`src/rtl/tqvp_hx2003_pulse_tx_scheduler.sv`:
```
// Round-robin scheduler that shares one pulse transmitter between NUM_REQ requesters.
// Optional launch watchdog enabled by defining PULSE_TX_SCHED_WATCHDOG_EN.
module tqvp_hx2003_pulse_tx_scheduler #(
    parameter int unsigned NUM_REQ = 4,
    parameter int unsigned GAP_W   = 16,
    parameter int unsigned WDOG_W  = 8
) (
    input  logic                 clk,
    input  logic                 rst_n,
    input  logic [NUM_REQ-1:0]   req,
    input  logic [7*NUM_REQ-1:0] req_end_index,
    input  logic [7*NUM_REQ-1:0] req_loopback_index,
    input  logic [8*NUM_REQ-1:0] req_loop_count,
    input  logic [GAP_W-1:0]     gap_cycles,
    input  logic                 tx_valid,
    output logic                 tx_start,
    output logic [6:0]           tx_end_index,
    output logic [6:0]           tx_loopback_index,
    output logic [7:0]           tx_loop_count,
    output logic [NUM_REQ-1:0]   grant,
    output logic [NUM_REQ-1:0]   done,
    output logic [NUM_REQ-1:0]   aborted,
`ifdef PULSE_TX_SCHED_WATCHDOG_EN
    output logic                 wdog_fired,
`endif
    output logic                 busy
);

    localparam int unsigned IdxW = $clog2(NUM_REQ);
    localparam logic [NUM_REQ-1:0] OneHot0 = NUM_REQ'(1);
`ifdef PULSE_TX_SCHED_WATCHDOG_EN
    localparam bit WdogEn = 1'b1;
`else
    localparam bit WdogEn = 1'b0;
`endif

    typedef enum logic [1:0] {StIdle, StLaunch, StActive, StGap} state_e;

    state_e              state_q, state_d;
    logic [IdxW-1:0]     rr_ptr_q, rr_ptr_d;
    logic [IdxW-1:0]     win_q, win_d;
    logic [GAP_W-1:0]    gap_q, gap_d;
    logic [WDOG_W-1:0]   wdog_q, wdog_d;

    logic                tx_start_d, busy_d;
    logic [6:0]          tx_end_index_d, tx_loopback_index_d;
    logic [7:0]          tx_loop_count_d;
    logic [NUM_REQ-1:0]  grant_d, done_d, aborted_d;
`ifdef PULSE_TX_SCHED_WATCHDOG_EN
    logic                wdog_fired_d;
`endif

    logic                found;
    logic [IdxW-1:0]     pick;
    logic                req_win, wdog_expire, complete, abort;
    logic [6:0]          end_arr  [NUM_REQ];
    logic [6:0]          loop_arr [NUM_REQ];
    logic [7:0]          cnt_arr  [NUM_REQ];

    assign req_win     = req[win_q];
    // Counter is dead logic when the watchdog is compiled out.
    assign wdog_expire = WdogEn && (wdog_q == WDOG_W'(1));

    always_comb begin
        for (int j = 0; j < int'(NUM_REQ); j++) begin
            end_arr[j]  = req_end_index[7*j +: 7];
            loop_arr[j] = req_loopback_index[7*j +: 7];
            cnt_arr[j]  = req_loop_count[8*j +: 8];
        end
    end

    // First requester at or above rr_ptr, wrapping.
    always_comb begin
        logic [IdxW:0]   sum;
        logic [IdxW-1:0] idx;
        found = 1'b0;
        pick  = '0;
        sum   = '0;
        idx   = '0;
        for (int i = 0; i < int'(NUM_REQ); i++) begin
            sum = {1'b0, rr_ptr_q} + (IdxW+1)'(i);
            if (sum >= (IdxW+1)'(NUM_REQ)) begin
                sum = sum - (IdxW+1)'(NUM_REQ);
            end
            idx = sum[IdxW-1:0];
            if (!found && req[idx]) begin
                found = 1'b1;
                pick  = idx;
            end
        end
    end

    always_ff @(posedge clk) begin
        if (!rst_n) begin
            state_q           <= StIdle;
            rr_ptr_q          <= '0;
            win_q             <= '0;
            gap_q             <= '0;
            wdog_q            <= '0;
            tx_start          <= 1'b0;
            tx_end_index      <= '0;
            tx_loopback_index <= '0;
            tx_loop_count     <= '0;
            grant             <= '0;
            done              <= '0;
            aborted           <= '0;
            busy              <= 1'b0;
`ifdef PULSE_TX_SCHED_WATCHDOG_EN
            wdog_fired        <= 1'b0;
`endif
        end else begin
            state_q           <= state_d;
            rr_ptr_q          <= rr_ptr_d;
            win_q             <= win_d;
            gap_q             <= gap_d;
            wdog_q            <= wdog_d;
            tx_start          <= tx_start_d;
            tx_end_index      <= tx_end_index_d;
            tx_loopback_index <= tx_loopback_index_d;
            tx_loop_count     <= tx_loop_count_d;
            grant             <= grant_d;
            done              <= done_d;
            aborted           <= aborted_d;
            busy              <= busy_d;
`ifdef PULSE_TX_SCHED_WATCHDOG_EN
            wdog_fired        <= wdog_fired_d;
`endif
        end
    end

    always_comb begin
        state_d  = state_q;
        complete = 1'b0;
        abort    = 1'b0;
        case (state_q)
            StIdle: begin
                if (found) state_d = StLaunch;
            end
            StLaunch: begin
                if (!req_win || (!tx_valid && wdog_expire)) begin
                    abort   = 1'b1;
                    state_d = StGap;
                end else if (tx_valid) begin
                    state_d = StActive;
                end
            end
            StActive: begin
                // A falling valid wins over a dropped request on the same cycle.
                if (!tx_valid) begin
                    complete = 1'b1;
                    state_d  = StGap;
                end else if (!req_win) begin
                    abort   = 1'b1;
                    state_d = StGap;
                end
            end
            StGap: begin
                if (gap_q <= GAP_W'(1)) state_d = StIdle;
            end
            default: state_d = StIdle;
        endcase
    end

    always_comb begin
        rr_ptr_d            = rr_ptr_q;
        win_d               = win_q;
        gap_d               = gap_q;
        wdog_d              = wdog_q;
        tx_end_index_d      = tx_end_index;
        tx_loopback_index_d = tx_loopback_index;
        tx_loop_count_d     = tx_loop_count;
        grant_d             = grant;
        done_d              = '0;
        aborted_d           = '0;
        tx_start_d          = (state_d == StLaunch) || (state_d == StActive);
        busy_d              = (state_d != StIdle);

        if (state_q == StIdle && found) begin
            win_d               = pick;
            rr_ptr_d            = (32'(pick) == NUM_REQ - 1) ? '0 : pick + 1'b1;
            tx_end_index_d      = end_arr[pick];
            tx_loopback_index_d = loop_arr[pick];
            tx_loop_count_d     = cnt_arr[pick];
            grant_d             = OneHot0 << pick;
            wdog_d              = '1;
        end else if (state_q == StLaunch) begin
            wdog_d = wdog_q - 1'b1;
        end

        if (complete) done_d = OneHot0 << win_q;
        if (abort) aborted_d = OneHot0 << win_q;

        if (complete || abort) begin
            grant_d = '0;
            gap_d   = (gap_cycles == '0) ? GAP_W'(1) : gap_cycles;
        end else if (state_q == StGap) begin
            gap_d = gap_q - 1'b1;
        end

`ifdef PULSE_TX_SCHED_WATCHDOG_EN
        wdog_fired_d = (state_q == StLaunch) && req_win && !tx_valid && wdog_expire;
`endif
    end

endmodule

```
`config.mk`:
```
export PLATFORM = sky130hd
export DESIGN_NAME = tqvp_hx2003_pulse_tx_scheduler
export DESIGN_NICKNAME = d
export VERILOG_FILES = /design/src/rtl/tqvp_hx2003_pulse_tx_scheduler.sv
export SDC_FILE = /design/constraint.sdc
export NUM_CORES = 1
export LEC_CHECK = 0
export CORE_MARGIN = 4
export CORE_UTILIZATION = 30
export DETAILED_ROUTE_END_ITERATION = 8
export DONT_BUFFER_PORTS = 1
export GPL_TIMING_DRIVEN = 1
export HOLD_SLACK_MARGIN = 0.1
export PLACE_DENSITY = 0.56
export SYNTH_ARGS = -nofsm -noshare
export SYNTH_HDL_FRONTEND = slang
export SYNTH_SLANG_ARGS = --single-unit
```
`constraint.sdc`:
```
create_clock -name clk -period 2.79 [get_ports clk]
set_input_delay 0.837 -clock clk [delete_from_list [all_inputs] [get_ports clk]]
set_output_delay 0.837 -clock clk [all_outputs]
set_load 0.01 [all_outputs]
```
==> results.json, run 1 <==
{
  "cellLeakagePower_nw": 1.56,
  "fin_crit_ps": 2370,
  "root_buffer": "clkbuf_16",
  "min_to": "gap_q[15]$_SDFFE_PN0P_",
  "synth_nets": 517,
  "clkTransAtPathRegs_ps": 50,
  "gr-total-overflow": 0,
  "placed_area_sq_um": 3730,
  "postCtsHoldBufs": 0,
  "num_vias": 2904,
  "grt_start_max_net_pins": 45,
  "antenna_left": 0,
  "power_density_nw_per_um2": 1040,
  "die_height_um": 119,
  "place.gp.congestion": 0.784,
  "status": "completed",
  "drive_gt1_share_pct": 22.4,
  "vias_per_cell": 5.38,
  "ys_seq_area_share_pct": 31.5,
  "yosysWarnings": 0,
  "cts_setup_buffers": 0,
  "hp-class": "reg -> reg",
  "pre_cts_ws_ps": 279,
  "die_width_um": 119,
  "cts_resized": 0,
  "synthMuxAreaShare_pct": 6.86,
  "synth_seq_cells": 58,
  "regToRegStartpoint": "gap_q[2]$_SDFFE_PN0P_",
  "whs_ps": 528,
  "post-dp-hpwl_um": 7260,
  "grt_pass1_vias": 2823,
  "rrSetupSlack_ps": 420,
  "synth_compound_area_share_pct": 26.3,
  "final_util_pct": 34.0,
  "end_kind": "flip-flop",
  "clock_path_buffers": 2,
  "antenna_found_initial": 0,
  "async_reset_ff_share_pct": 0,
  "firstDrtPassIters": 4,
  "critPathKind": "reg -> reg",
  "synth_fa_ha_area_share_pct": 4.07,
  "syn_area_sq_um": 3690,
  "numPortBuffers": 0,
  "rsz0062_at_grt": "false",
  "fin_setup_tns_ps": 0,
  "synth_xor_area_share_pct": 3.33,
  "drtIter0Drc": 186,
  "core_area_sq_um": 12000,
  "synth-edff-count": 0,
  "reg2reg_depth": 7,
  "slew_violations": 0,
  "max_freq_mhz": 422,
  "fp.dieArea_sq_um": 14100,
  "yosys.area_share.simple_pct": 21.8,
  "cts_tree": "done",
  "clk-insertion-delay-late_ps": 330,
  "grt_pass1_wl_um": 15300,
  "max_cap_violations": 0,
  "relSlewSlack_pct": 60.8,
  "routedWlPerCell_um": 17.7,
  "drt_wl_total_um": 9570,
  "numCtsBuffers": 9,
  "area_delta_synth_final_pct": 10.8,
  "synth_top_family_by_area": "compound AO/OA/AOI/OAI gates",
  "post-route-period-util_pct": 85.0,
  "netlist_instances": 394,
  "r2r_end": "tx_start$_SDFF_PN0_",
  "fin_nets": 511,
  "hold_viol": 0,
  "peakVddDrop_v": 0.000399,
  "std_cell_rows": 40,
  "hp-start": "gap_q[15]$_SDFFE_PN0P_",
  "diodes": 0,
  "io_pins": 147,
  "htree_levels": 3,
  "ys_types": 62,
  "fin_skew_ps": 9.68,
  "track_usage_pct": 13.9,
  "startpoint_type": "flip-flop",
  "arrival_ps": 2600,
  "clkSinkCount": 58,
  "setup_viol": 0,
  "drc": 0,
  "synth.avg_cell_area_sq_um": 9.36,
  "worst_slack_ps": 419,
  "tightest_slew_ps": 587,
  "required_ps": 3010,
  "crit_fanout": 6,
  "initial_utilization_pct": 30.7,
  "synth_ff_type": "dfxtp_1",
  "final_area_sq_um": 4080,
  "min_delay_path_depth": 2
}
synthesized netlist by cell type, types with 2 or more instances:
| cell | n | area, sq um |
|---|---|---|
| a211oi_1 | 8 | 60.1 |
| a211oi_2 | 3 | 37.5 |
| a21boi_0 | 20 | 150 |
| a21boi_1 | 3 | 22.5 |
| a21oi_1 | 19 | 95.1 |
| and2_1 | 2 | 12.5 |
| and3_1 | 21 | 131 |
| and3_2 | 2 | 15.0 |
| buf_12 | 2 | 40.0 |
| buf_2 | 5 | 25.0 |
| buf_6 | 9 | 101 |
| clkbuf_1 | 6 | 22.5 |
| dfxtp_1 | 58 | 1160 |
| ha_1 | 12 | 150 |
| inv_1 | 6 | 22.5 |
| mux2i_1 | 23 | 230 |
| nand2_1 | 43 | 161 |
| nand2b_1 | 4 | 25.0 |
| nand3_1 | 4 | 20.0 |
| nand3_2 | 2 | 20.0 |
| nor2_1 | 27 | 101 |
| nor2b_1 | 2 | 12.5 |
| nor3_1 | 6 | 30.0 |
| nor4_1 | 5 | 31.3 |
| nor4_2 | 2 | 25.0 |
| o211ai_1 | 2 | 15.0 |
| o211ai_2 | 20 | 250 |
| o21ai_1 | 9 | 45.0 |
| o21ai_2 | 20 | 175 |
| or2b_1 | 3 | 22.5 |
| or4_1 | 2 | 15.0 |
| or4_4 | 2 | 22.5 |
| xnor2_1 | 8 | 70.1 |
| xor2_1 | 6 | 52.6 |
state kept, by name, summed over array words and instances, names as in the netlist, 2 cells and up:
name,flops
aborted,4
done,4
gap_q,16
grant,4
rr_ptr_q,2
state_q,2
tx_end_index,7
tx_loop_count,8
tx_loopback_index,7
win_q,2
metal layers:
| metal | GRT usage (%) | vias up | part of all wire (%) |
|---|---|---|---|
| met5 | 0 | - | 0 |
| met4 | 6.01 | 0 | 2.0 |
| met3 | 4.13 | 13 | 5.9 |
| met2 | 21.6 | 81 | 48 |
| met1 | 17.8 | 1388 | 44 |
| li1 | - | 1422 | - |
cell type report:
type	instances	area, sq um
inverters	7	26.3
repair buffers	7	65.1
fillers	1247	7930
clock buffers	13	280
multi-input cells	305	2300
clock inverters	3	68.8
flip-flops and latches	58	1160
well taps	147	184
cells by family (layout without fill, tap and decap cells):
| logic type | count (synthesis) | in the layout |
|---|---|---|
| AOI/OAI and AO/OA | 114 | 114 |
| xor gates and xnor gates | 14 | 14 |
| adders and majority gates | 12 | 12 |
| buffers and inverters | 31 | 30 |
| DFF | 58 | 58 |
| muxes | 24 | 24 |
| and+or+nand+nor | 141 | 141 |
power breakdown:
part | total [mW] | switching, mW | internal [mW] | leakage, nW
logic | 1.52 | 0.866 | 0.658 | 0.909
registers | 1.45 | 0.351 | 1.09 | 0.475
clock network | 1.26 | 0.385 | 0.880 | 0.172
worst max-delay path by stage:
stage,to,start,slack (ps)
floorplan,tx_start$_SDFF_PN0_,req[3],350
global placement,tx_start$_SDFF_PN0_,req[3],290
detailed placement,tx_start$_SDFF_PN0_,req[3],280
CTS,tx_start$_SDFF_PN0_,gap_q[2]$_SDFFE_PN0P_,420
global route,tx_start$_SDFF_PN0_,gap_q[2]$_SDFFE_PN0P_,190
finish,tx_start$_SDFF_PN0_,gap_q[2]$_SDFFE_PN0P_,420
stage by stage:
| stage | power (mW) | std cells |
|---|---|---|
| 2_1_floorplan | 2.78 | 394 |
| 3_3_place_gp | 2.97 | 524 |
| 3_5_place_dp | 3.01 | 524 |
| 4_1_cts | 4.30 | 540 |
| 5_1_grt | 4.56 | 540 |
| 6_report | 4.23 | 540 |
layout by cell type, fill, tap and decap left out, types with 4 or more instances in the layout:
cell       synthesis  layout
nor2_1            27      27
clkbuf_8           0       4
dfxtp_1           58      58
inv_1              6       6
buf_4              1       6
xnor2_1            8       8
nor3_1             6       6
ha_1              12      12
o211ai_2          20      20
o21ai_1            9       9
nand2_1           43      43
nand3_1            4       4
clkbuf_16          0       9
o21ai_2           20      20
and3_1            21      21
xor2_1             6       6
nand2b_1           4       4
a211oi_1           8       8
a21boi_0          20      20
a21oi_1           19      19
mux2i_1           23      23
nor4_1             5       5
worst max-delay path, cell delays in order, from the launching register on:
cell	delay [ps]
dfxtp_1	370
nor4_2	530
nand3_2	160
o41ai_2	520
a21oi_1	160
nor2_1	130
ha_1	240
and2_1	160
Note: power is estimated with default switching activity, not from simulation.
==> inputs of run 2 (changes only) <==
--- a/config.mk
+++ b/config.mk
@@ -11,7 +11,7 @@
 export DONT_BUFFER_PORTS = 1
 export GPL_TIMING_DRIVEN = 1
 export HOLD_SLACK_MARGIN = 0.1
-export PLACE_DENSITY = 0.56
+export PLACE_DENSITY = 0.57
 export SYNTH_ARGS = -nofsm -noshare
 export SYNTH_HDL_FRONTEND = slang
 export SYNTH_SLANG_ARGS = --single-unit
==> constraint.sdc (replaced) <==
create_clock -name clk -period 2.1 [get_ports clk]
set_input_delay 0.63 -clock clk [delete_from_list [all_inputs] [get_ports clk]]
set_output_delay 0.63 -clock clk [all_outputs]
set_load 0.01 [all_outputs]
==> run 2 against run 1 <==
  * Setup slack worse by 350 ps
  * Via count up 3.9%
  * Core utilization up 2.1 points
==> results.json, run 2 (synthesis gave the netlist of run 1 again) <==
{
  "status": "completed",
  "power_density_nw_per_um2": 1350,
  "drc": 0,
  "clock_path_buffers": 2,
  "fin_skew_ps": 5.23,
  "layout.cells.non_filler": 570,
  "setup_viol": 0,
  "numPortBuffers": 0,
  "fp.dieArea_sq_um": 14100,
  "required_ps": 2320,
  "post-route-period-util_pct": 96.6,
  "numCtsBuffers": 9,
  "multiInputGateArea_sq_um": 2350,
  "gr-total-overflow": 0,
  "final_util_pct": 36.1,
  "std_cell_rows": 40,
  "initial_utilization_pct": 30.7,
  "place.gp.congestion": 0.798,
  "drtIter0Drc": 137,
  "grt_pass1_vias": 3129,
  "r2r_end": "tx_start$_SDFF_PN0_",
  "diodes": 0,
  "area_delta_synth_final_pct": 17.6,
  "arrival_ps": 2240,
  "regArea_sq_um": 1160,
  "io_pins": 147,
  "top_regs": "gap_q: 16 flops, tx_loop_count: 8 flops",
  "regMostFlops": "gap_q",
  "regToRegStartpoint": "gap_q[0]$_SDFFE_PN0P_",
  "hp-start": "rst_n",
  "grt_pass1_wl_um": 16300,
  "critPathKind": "reg -> reg",
  "track_usage_pct": 14.6,
  "grt_start_max_net_pins": 29,
  "slew_violations": 0,
  "fin_crit_ps": 2030,
  "tightest_slew_ps": 774,
  "die_height_um": 119,
  "fin_nets": 542,
  "clkSinkCount": 58,
  "startpoint_type": "flip-flop",
  "rsz0062_at_grt": "false",
  "cts_tree": "done",
  "hp-class": "in -> reg",
  "final_area_sq_um": 4340,
  "antenna_left": 0,
  "placed_area_sq_um": 4010,
  "post-dp-hpwl_um": 7960,
  "vias_per_cell": 5.29,
  "dp_cells": 552,
  "crit_fanout": 4,
  "clkTransAtPathRegs_ps": 50,
  "final.fill_count": 1227,
  "reg2reg_depth": 8,
  "root_buffer": "clkbuf_16",
  "end_kind": "flip-flop",
  "drt_wl_total_um": 10200,
  "htree_levels": 3,
  "largest_register_ffs": 16,
  "peakVddDrop_v": 0.000391,
  "die_width_um": 119,
  "max_cap_violations": 0,
  "antenna_found_initial": 0,
  "hold_viol": 0,
  "clk-insertion-delay-late_ps": 320,
  "core_area_sq_um": 12000,
  "min_to": "state_q[0]$_SDFF_PN0_",
  "drive_gt1_share_pct": 29.6,
  "cellLeakagePower_nw": 1.70,
  "firstDrtPassIters": 4,
  "rrSetupSlack_ps": 70,
  "max_freq_mhz": 493,
  "final_common_cell": "dfxtp_1",
  "routedWlPerCell_um": 17.9,
  "min_delay_path_depth": 1,
  "num_vias": 3017,
  "relSlewSlack_pct": 48.4,
  "mostFrequentLayoutCells": "dfxtp_1 (57), nand2_1 (43), buf_4 (34), nor2_1 (27), mux2i_1 (23)"
}
## run 2: worst max path at each step
stage | slack (ps) | to | start | cells past startpoint
2_1_floorplan | -100 | tx_start$_SDFF_PN0_ | req[3] | 5
3_3_place_gp | -170 | tx_start$_SDFF_PN0_ | req[3] | 7
3_5_place_dp | -200 | tx_start$_SDFF_PN0_ | req[3] | 7
4_1_cts | 5 | tx_start$_SDFF_PN0_ | gap_q[6]$_SDFFE_PN0P_ | 8
5_1_grt | 2 | tx_start$_SDFF_PN0_ | gap_q[0]$_SDFFE_PN0P_ | 8
6_report | 70 | tx_start$_SDFF_PN0_ | gap_q[0]$_SDFFE_PN0P_ | 8
## run 2: metal layers
| metal | part of all wire, % | vias up | routed length (um) | track usage [%] |
|---|---|---|---|---|
| li1 | - | 1482 | - | - |
| met1 | 38 | 1433 | 3930 | 15.1 |
| met2 | 52 | 90 | 5360 | 26.6 |
| met3 | 7.5 | 12 | 769 | 6.03 |
| met4 | 1.7 | 0 | 177 | 4.56 |
| met5 | 0 | - | 0 | 0 |
## run 2: what timing repair did
action	CTS	global route
setup endpoints to repair	0	2
hold buffers	0	0
resized for setup	0	5
buffers inserted	0	3
## run 2: layout make-up
cell class | instances | area share (%)
clock buffers | 10 | 5.51
clock inverters | 5 | 0.722
inverters | 7 | 0.664
multi-input cells | 305 | 54.3
flip-flops and latches | 58 | 26.8
well taps | 147 | 4.24
repair buffers | 38 | 7.73
## run 2: worst max-delay path, cell delays in order, from the launching register on
cell and delay, ps:
dfxtp_1 400, inv_1 80, ha_1 220, nor2_1 200, o41ai_4 100, buf_4 160
a221o_1 320, ha_1 290, and2_1 160
## run 2: metrics by stage
stage | TNS, ps | power (mW) | setup slack [ps] | hold WS, ps
detailed placement | -2750 | 4.45 | -198 | 507
global placement | -2370 | 4.38 | -169 | 494
finish | 0 | 5.87 | 72.3 | 428
global route | 0 | 6.28 | 1.82 | 422
floorplan | -102 | 3.74 | -98.2 | 481
CTS | 0 | 5.84 | 5.31 | 414
## run 2: power breakdown
group	switching [mW]	internal (mW)
Sequential	0.391	1.46
Clock	0.521	0.818
Combinational	1.40	1.29
Total	2.31	3.56
==> inputs of run 3 (changes only) <==
--- a/config.mk
+++ b/config.mk
@@ -6,12 +6,13 @@
 export NUM_CORES = 1
 export LEC_CHECK = 0
 export CORE_MARGIN = 4
-export CORE_UTILIZATION = 30
+export CORE_UTILIZATION = 45
+export CTS_CLUSTER_DIAMETER = 200
 export DETAILED_ROUTE_END_ITERATION = 8
 export DONT_BUFFER_PORTS = 1
 export GPL_TIMING_DRIVEN = 1
 export HOLD_SLACK_MARGIN = 0.1
-export PLACE_DENSITY = 0.57
+export PLACE_DENSITY = 0.74
 export SYNTH_ARGS = -nofsm -noshare
 export SYNTH_HDL_FRONTEND = slang
 export SYNTH_SLANG_ARGS = --single-unit
==> run 3 against run 2 <==
  * Non-clock buffer count down 9
  * Sequential share of layout area up 1.2 points
  * Routed wire length down 8.8%
  * Largest power group unchanged
  * Worst hold slack worse by 9.5 ps
  * Core utilization up 17 points
  * Setup slack better by 4.0 ps
  * First-iteration DRC count down 63%
  * Via count down 0.23%
  * Total power down 7.9%
  * Critical path depth down 1
  * Combinational power down 6%
==> results.json, run 3 (synthesis gave the netlist of run 1 again) <==
{
  "required_ps": 2330,
  "fin_crit_ps": 2020,
  "dp_cells": 499,
  "slew_violations": 0,
  "numPortBuffers": 0,
  "rsz0062_at_grt": "false",
  "place.gp.congestion": 0.842,
  "firstDrtPassIters": 4,
  "numCtsBuffers": 9,
  "area_delta_synth_final_pct": 12.4,
  "max_freq_mhz": 494,
  "top_regs": "gap_q: 16 flops, tx_loop_count: 8 flops",
  "crit_fanout": 3,
  "crit_cells": 7,
  "cpMaxStageDelayCell": "mux4_2",
  "max_cap_violations": 0,
  "largest_register_ffs": 16,
  "final_common_cell": "dfxtp_1",
  "drt_wl_total_um": 9330,
  "fin_setup_tns_ps": 0,
  "tightest_slew_ps": 466,
  "antenna_left": 0,
  "post-dp-hpwl_um": 6950,
  "root_buffer": "clkbuf_8",
  "end_kind": "flip-flop",
  "clkTransAtPathRegs_ps": 60,
  "io_pins": 147,
  "vias_per_cell": 5.84,
  "hp-class": "in -> reg",
  "fin_skew_ps": 12.3,
  "final.fill_count": 706,
  "power_switching_share_pct": 40.1,
  "whs_ps": 418,
  "p_int_mw": 3.24,
  "std_cell_rows": 32,
  "core_area_sq_um": 7850,
  "regMostFlops": "gap_q",
  "routedWlPerCell_um": 18.1,
  "relSlewSlack_pct": 68.8,
  "die_width_um": 98.5,
  "power_switching_mw": 2.17,
  "p_clk_share_pct": 18.8,
  "sequentialPowerShare_pct": 34.1,
  "cts_tree": "done",
  "drive_gt1_share_pct": 27.4,
  "initial_utilization_pct": 47.0,
  "gr-total-overflow": 0,
  "min_delay_path_depth": 1,
  "critPathKind": "reg -> reg",
  "num_vias": 3010,
  "diodes": 0,
  "crit_chain": "mux4_2 > buf_4 > nand2b_1 > a211oi_1 > a221o_1 > ha_1 > and2_1",
  "grt_pass1_vias": 3114,
  "clk-insertion-delay-late_ps": 330,
  "htree_levels": 3,
  "track_usage_pct": 19.0,
  "slowest_delay_ps": 530,
  "status": "completed",
  "fp.dieArea_sq_um": 9700,
  "pre_cts_ws_ps": -180,
  "drc": 0,
  "grt_pass1_wl_um": 15100,
  "die_height_um": 98.5,
  "hold_viol": 0,
  "peakVddDrop_v": 0.000643,
  "postCtsHoldBufs": 0,
  "power_density_nw_per_um2": 1310,
  "p_comb_share_pct": 47.0,
  "startpoint_type": "flip-flop",
  "mostFrequentLayoutCells": "dfxtp_1 (58), nand2_1 (43), nor2_1 (27), mux2i_1 (23), buf_4 (23)",
  "grt_start_max_net_pins": 45,
  "reg2reg_depth": 7,
  "final_util_pct": 52.8,
  "cp.buffers_inverters": 1,
  "post-route-period-util_pct": 96.4,
  "cellLeakagePower_nw": 1.63,
  "worst_slack_ps": 76.2,
  "clkSinkCount": 58,
  "antenna_found_initial": 0,
  "fin_nets": 533,
  "arrival_ps": 2250,
  "layout.cells.non_filler": 515,
  "clock_path_buffers": 2,
  "critPathTopFamily": "multiplexers",
  "setup_viol": 0,
  "drtIter0Drc": 51
}
==> run 3: changes by cell type in the layout (fill, tap and decap cells not counted), sizes merged <==
cell,previous run,this run
clkinvlp,1,0
bufinv,0,1
clkbuf,10,11
clkinv,4,2
buf,38,29
==> run 3: area by class of cell <==
type | instances | area [sq um] | area share [%]
clock buffers | 11 | 151 | 3.66
clock inverters | 3 | 40.0 | 0.967
inverters | 7 | 28.8 | 0.695
multi-input cells | 305 | 2340 | 56.5
flip-flops and latches | 58 | 1160 | 28.0
well taps | 102 | 128 | 3.08
repair buffers | 29 | 293 | 7.07
==> run 3: what timing repair did <==
item,in CTS,in global routing
setup endpoints to repair,0,1
resized for setup,0,2
buffers inserted,0,2
==> run 3: worst paths after layout <==
| kind | slack (ps) | endpoint | start |
|---|---|---|---|
| setup reg to reg | 80 | tx_start$_SDFF_PN0_ | win_q[0]$_SDFFE_PN0P_ |
| setup / recovery | 80 | tx_start$_SDFF_PN0_ | win_q[0]$_SDFFE_PN0P_ |
| hold reg to reg | 530 | tx_loop_count[3]$_SDFFE_PN0P_ | tx_loop_count[3]$_SDFFE_PN0P_ |
| hold / removal | 420 | state_q[0]$_SDFF_PN0_ | rst_n |
==> run 3: per-layer routing <==
layer	GRT usage [%]	wire (um)
met1	19.8	3510
met4	9.56	214
met3	6.94	815
met2	33.4	4790
met5	0	0
==> run 3: worst register-to-register path, stage by stage (launching register included) <==
cell and delay [ps]:
dfxtp_1 350, mux4_2 530, buf_4 170, nand2b_1 70
a211oi_1 80, a221o_1 300, ha_1 270, and2_1 150
==> run 3: per-stage QoR <==
stage | cell area, sq um | power [mW]
CTS | 4110 | 5.38
global route | 4140 | 5.78
detailed placement | 3920 | 4.33
finish | 4140 | 5.41
floorplan | 3720 | 3.74
global placement | 3920 | 4.25
==> run 3: power by group through the flow <==
stage                     logic (mW)  registers [mW]  clock network (mW)
after CTS                       2.48            1.84                1.05
after detailed placement        2.47            1.86                   0
after global routing            2.80            1.88                1.10
final                           2.54            1.85                1.02
after global placement          2.39            1.86                   0
after floorplan                 1.92            1.82                   0
